===== src/rtl/score_readout.sv =====
// score_readout: walks the score register file and reports best, sum, count and (with SCORE_AVERAGE_EN) average
// Ports: Clock/Reset (sync, active-high); buttonShow starts a walk from IDLE;
// registerDataP is the combinational P read data for address ReadP; busy spans the walk,
// done pulses for one cycle with bestScore/sumScore/avgScore/scoreCount valid.
// Macro SCORE_AVERAGE_EN adds a 16-cycle restoring divider producing avgScore; otherwise avgScore is 0.
module score_readout #(
  parameter int NUM_SCORES = 3
) (
  input  logic        Clock,
  input  logic        Reset,
  input  logic        buttonShow,
  input  logic [12:0] registerDataP,
  output logic [2:0]  ReadP,
  output logic        busy,
  output logic        done,
  output logic [12:0] bestScore,
  output logic [15:0] sumScore,
  output logic [12:0] avgScore,
  output logic [2:0]  scoreCount
);
  localparam logic [2:0] IDLE = 3'd0, READ_CNT = 3'd1, READ_SCORE = 3'd2, DONE = 3'd4;
  localparam logic [2:0] MAX_N = 3'(NUM_SCORES);
  logic [2:0]  state, cnt, nSat;
  logic [15:0] sumAcc, sumNext;
  logic [12:0] bestAcc, bestNext;
  assign nSat     = registerDataP[2:0] > MAX_N ? MAX_N : registerDataP[2:0];
  assign sumNext  = sumAcc + {3'b000, registerDataP};
  // strict less-than so ties keep the earlier value
  assign bestNext = registerDataP < bestAcc ? registerDataP : bestAcc;
  assign done     = state == DONE;
`ifdef SCORE_AVERAGE_EN
  localparam logic [2:0] DIVIDE = 3'd3;
  logic [15:0] quot, quotNext;
  logic [2:0]  rem, remNext;
  logic [3:0]  divCnt, trial;
  logic        fits;
  // remainder stays below N (<=7), so 3 bits hold it and the trial needs only 4
  assign trial    = {rem, quot[15]};
  assign fits     = trial >= {1'b0, cnt};
  assign remNext  = fits ? 3'(trial - {1'b0, cnt}) : trial[2:0];
  assign quotNext = {quot[14:0], fits};
  assign busy     = state == READ_CNT || state == READ_SCORE || state == DIVIDE;
`else
  assign busy     = state == READ_CNT || state == READ_SCORE;
  assign avgScore = '0;
`endif
  always_ff @(posedge Clock) begin
    if (Reset) begin
      state      <= IDLE;
      ReadP      <= '0;
      cnt        <= '0;
      sumAcc     <= '0;
      bestAcc    <= 13'h1FFF;
      bestScore  <= 13'h1FFF;
      sumScore   <= '0;
      scoreCount <= '0;
`ifdef SCORE_AVERAGE_EN
      avgScore   <= '0;
      quot       <= '0;
      rem        <= '0;
      divCnt     <= '0;
`endif
    end else begin
      case (state)
        IDLE: if (buttonShow) begin
          state   <= READ_CNT;
          ReadP   <= '0;
          sumAcc  <= '0;
          bestAcc <= 13'h1FFF;
        end
        READ_CNT: begin
          cnt <= nSat;
          if (nSat == 3'd0) begin
            state      <= DONE;
            bestScore  <= 13'h1FFF;
            sumScore   <= '0;
            scoreCount <= '0;
`ifdef SCORE_AVERAGE_EN
            avgScore   <= '0;
`endif
          end else begin
            state <= READ_SCORE;
            ReadP <= 3'd1;
          end
        end
        READ_SCORE: begin
          sumAcc  <= sumNext;
          bestAcc <= bestNext;
          ReadP   <= ReadP + 3'd1;
          if (ReadP == cnt) begin
            ReadP <= '0;
`ifdef SCORE_AVERAGE_EN
            state  <= DIVIDE;
            quot   <= sumNext;
            rem    <= '0;
            divCnt <= '0;
`else
            state      <= DONE;
            bestScore  <= bestNext;
            sumScore   <= sumNext;
            scoreCount <= cnt;
`endif
          end
        end
`ifdef SCORE_AVERAGE_EN
        DIVIDE: begin
          quot   <= quotNext;
          rem    <= remNext;
          divCnt <= divCnt + 4'd1;
          if (divCnt == 4'd15) begin
            state      <= DONE;
            bestScore  <= bestAcc;
            sumScore   <= sumAcc;
            scoreCount <= cnt;
            avgScore   <= quotNext[12:0];
          end
        end
`endif
        DONE:    state <= IDLE;
        default: state <= IDLE;
      endcase
    end
  end
endmodule


===== config.mk =====
export PLATFORM = sky130hd
export DESIGN_NAME = score_readout
export DESIGN_NICKNAME = d
export VERILOG_FILES = /design/src/rtl/score_readout.sv
export SDC_FILE = /design/constraint.sdc
export NUM_CORES = 1
export LEC_CHECK = 0
export ABC_AREA = 1
export CAP_MARGIN = 20
export CORE_ASPECT_RATIO = 0.5
export CORE_UTILIZATION = 35
export DETAILED_ROUTE_END_ITERATION = 8
export PLACE_DENSITY = 0.59
export SYNTH_ARGS = -nofsm -noshare
export SYNTH_HDL_FRONTEND = slang
export SYNTH_SLANG_ARGS = --single-unit

===== constraint.sdc =====
create_clock -name Clock -period 2.6 [get_ports Clock]
set_clock_uncertainty 0.15 [all_clocks]
set_input_delay 0.52 -clock Clock [delete_from_list [all_inputs] [get_ports Clock]]
set_output_delay 0.52 -clock Clock [all_outputs]
set_load 0.05 [all_outputs]

; ---- Yosys cells after proc, flatten, opt, wreduce, memory -nomap -nowiden
; Cells that the tools add are included.
[word_totals]
reg_bits = 70
input_bits = 16
wordCells = 53
out_inout_bits = 50
[classes]
muxes = 23
n_reduce_logical = 10
addsub = 2
order_cmp = 2
n_eq_ne = 8
[ops]
columns = cell, n
row1 = 16-bit one-hot mux with 2 select lines, 2
row2 = 13-bit 2-to-1 mux, 4
row3 = 13-bit one-hot mux with 2 select lines, 2
row4 = 16-bit 2-to-1 mux, 3
row5 = 3-bit 2-to-1 mux, 9
row6 = 3-bit one-hot mux with 3 select lines, 2
row7 = 16-bit by 13-bit adder with 16-bit output, 1
row8 = 13-bit < comparator, 1
row9 = 3-bit zero test, 2
row10 = 3-bit one-hot mux with 2 select lines, 1
row11 = 3-bit AND reduction, 2
row12 = "2-bit by 1-bit inequality test with 1-bit output, second input constant", 2
row13 = "2-bit inequality test, second input constant", 2
row14 = 2-bit AND reduction, 2
row15 = 2-bit nonzero test, 2
row16 = "3-bit by 1-bit adder with 3-bit output, second input constant", 1
row17 = "3-bit by 1-bit == test with 1-bit output, second input constant", 1
row18 = "3-bit by 2-bit == test with 1-bit output, second input constant", 1
row19 = 3-bit == test, 1
row20 = "3-bit == test, second input constant", 1
row21 = "3-bit by 2-bit > comparator with 1-bit output, second input constant", 1
row22 = 3-bit nonzero test, 1
row23 = 1-bit logical OR, 1

; ---- Longest topological paths before layout
[depth]
word_depth = 5
mapped_depth = 13
depth_no_buf = 12

; ---- Worst setup path before layout
; No wires, ideal clock.
[synth_timing]
path_type = reg-to-output
startpoint = register state[2]
endpoint = output done
n_path_buf = 0
slack_ns = 0.410
stages_incl_launch_ff = 3
arrival_time_ns = 1.520
cell_sequence = dfxtp_1 > inv_1 > nor3_1
[synth_between]
elab_chain_cells = 1
[synth_lines]
columns = element, line
row1 = "start, declared", 23  ; logic [2:0] state, cnt, nSat;
row2 = "start signal, assigned", 49  ; state <= IDLE;
row3 = "start signal, assigned", 66  ; state <= READ_CNT;
row4 = "start signal, assigned", 74  ; state <= DONE;
row5 = 3-bit == test, 30  ; assign done = state == DONE;
row6 = "end, declared", 15  ; output logic done,
; No other way between the ends.

; ---- Worst setup path after layout
; Ends and elaborated chain as after synthesis.

==> flow_summary_export.csv <==
group,metric,value,unit
critical_path,worstPathCellList,"inv_1, nor3_1, clkdlybuf4s50_1",
critical_path,cp_num_buf_inv,2,
timing,setup-violations-final,0,
run,max_cap_violations,0,
critical_path,arrival,1.84,ns
timing,fin_tns_setup,0,ns
cts,post_cts_buffers,0,
min_path,holdPathStages,2,
global_routing,grt_max_degree,42,
min_path,min-delay-start,"sumScore[2]",
min_path,worstHoldPathType,"reg2reg",
yosys,yosys_warnings,0,
placement,place_ws,-0.1093,ns
global_routing,antenna_found_initial,0,
critical_path,critical-path-top-delay-family,"buffers and inverters",
critical_path,r2r_end,"sumAcc[12]",
power,leakagePower,2.602,nW
timing,fin_crit,2.508,ns
finish,layout.nets,751,
critical_path,r2r_cells,11,
finish,multiInputGateArea,2202,um^2
placement,gp_congestion,0.8267,
timing,holdWs,0.3151,ns
critical_path,crit_path_end_kind,"output port",
route,drt_pass1_iterations,4,
critical_path,worstPathRequired,1.93,ns
yosys,synth-seq-cells,70,
status,run_status,"finished, final reports clean",
timing,relSlewSlack,65.75,%
finish,final_cell_mix,"216 x nand2_1, 88 x inv_1, 70 x dfxtp_1",
finish,layoutNonFillerInstCount,872,
critical_path,crit_slowest_cell,"clkdlybuf4s50_1",
floorplan,die_area,12250,um^2
cts,cts_buffers,9,
timing,max_freq,0.3987,GHz
finish,regArea,1401,um^2
placement,hpwl,8.075,mm
power,p_total,3.554,mW
floorplan,start_util,36.78,%
cts,clkLatencyLatePin,0.34,ns
finish,diodes,0,
timing,rsz0062_at_grt,"false",
global_routing,grt_pass1_vias,3704,
critical_path,max_stage_delay,0.83,ns
critical_path,worstReg2RegStart,"sumAcc[0]",
cts,path_clk_slew,0.05,ns
global_routing,overflow,0,
yosys,syn_inst,633,
timing,fin_crit_sh,96.46,%
cts,ctsResizeCount,0,
route,routed_via_density,4.564,
finish,postLayoutCoreUtil,46.98,%
power,vdd_drop_max,253.2,uV
yosys,syn_area,4125,um^2
cts,cts_hold_buf,0,
global_routing,grt_pass1_wl,18.51,mm
route,dr_total_vias,3980,
route,drt_iter0_markers,188,
power,pwr_density_cell,674.5,nW/um^2
yosys,syn_avg_cell_area,6.517,um^2
critical_path,r2r_setup_slack,0.64,ns
floorplan,core_area,11220,um^2
floorplan,io_pins,66,
critical_path,cp-start-kind,"flip-flop",
cts,cts.sinks,70,
finish,layout-drive-gt1-share,8.696,%
route,wl,10.98,mm
cts,cts.htree.levels,3,
route,postRouteAntennaNets,0,
placement,io_buffers,52,
floorplan,rows,27,
finish,area_growth,27.72,%
finish,final_cell_area,5269,um^2
finish,fillers,1167,
timing,worst_slew_pin_slew,0.5122,ns
cts,cts_tree,"yes",
min_path,holdPathEnd,"sumScore[2]",
timing,fin_ws,0.09211,ns
placement,placed_area,4943,um^2
yosys,ys_seq_area_share,33.97,%
route,wl_per_cell,12.59,um
route,drc,0,
timing,hold_violations,0,
placement,dp.cells,856,
cts,clock-root-buffer,"clkbuf_16",
cts,cts_buffer_depth,2,
critical_path,critPathMaxFanout,4,
floorplan,die_w,155.5,um
floorplan,dieHeight,78.77,um
critical_path,path_class,"reg2out",
global_routing,track_usage,19.43,%
finish,layout_commonest_cell,"nand2_1",
timing,maxSlewViolCount,0,
yosys,synth_cell_types,33,
## how the worst max path moves through the flow
stage          cells after the start             start        end  slack, ns
2_1_floorplan                      2          state[2]       done       0.41
3_3_place_gp                       8  registerDataP[2]  sumAcc[7]      -0.09
3_5_place_dp                       8  registerDataP[2]  sumAcc[7]      -0.11
4_1_cts                            3          state[2]       done       0.08
5_1_grt                            3          state[2]       done      0.004
6_report                           3          state[2]       done       0.09
## synthesized netlist by cell type, drive strengths merged
master | number | share of area (%)
nor3 | 5 | 0.88
or2 | 2 | 0.30
nand3b | 3 | 0.55
a21oi | 67 | 8.1
and2 | 1 | 0.15
inv | 93 | 8.5
fa | 1 | 0.49
a21boi | 1 | 0.18
o21bai | 1 | 0.18
buf | 28 | 4.6
conb | 1 | 0.091
nor3b | 1 | 0.18
dfxtp | 70 | 34
nor2 | 22 | 2.0
clkinv | 1 | 0.091
o211ai | 1 | 0.18
a211oi | 1 | 0.18
nand4 | 2 | 0.30
clkbuf | 6 | 0.55
nand3 | 58 | 7.5
xnor2 | 3 | 0.64
o21ai | 21 | 2.5
nand2 | 218 | 20
ha | 26 | 7.9
## sequential cells by signal (all words and copies together) (netlist names)
signal,cells
bestAcc,13
bestScore,13
ReadP,3
sumScore,16
scoreCount,3
sumAcc,16
cnt,3
state,3
## tightest hold or removal path, delay by kind of cell, from the launching register on
kind | cells | cell delay (ns)
flops | 1 | 0.31
compound gates | 1 | 0.05
simple gates | 1 | 0.06
## kinds of logic (layout without fill, tap and decap cells)
family	count (synthesis)	in the layout	share of synthesized area (%)
simple gates	312	312	31.79
buf+inv	128	196	13.74
compound gates	92	92	11.40
flops	70	70	33.97
fa+ha+maj	27	27	8.371
xor+xnor	3	3	0.6371
other cells	1	13	0.09090
## layout make-up
class	instances	area share, %
Tap cell	159	3.776
Sequential cell	70	26.60
Clock buffer	11	4.607
Multi-Input combinational cell	447	41.80
Inverter	94	6.744
Clock inverter	5	1.567
Timing Repair Buffer	86	14.91
## layer usage
layer	wire length, um	global-route usage (%)	up-vias
met5	0	0	-
met4	80	5.098	0
met3	478	4.094	6
met2	4783	31.35	82
met1	5635	26.37	1770
li1	-	-	2122
## report_power, final
group | internal (mW) | switching (mW)
logic | 0.332 | 0.647
clock network | 0.866 | 0.485
registers | 1.17 | 0.0574
(Power assumes the default switching activity.)
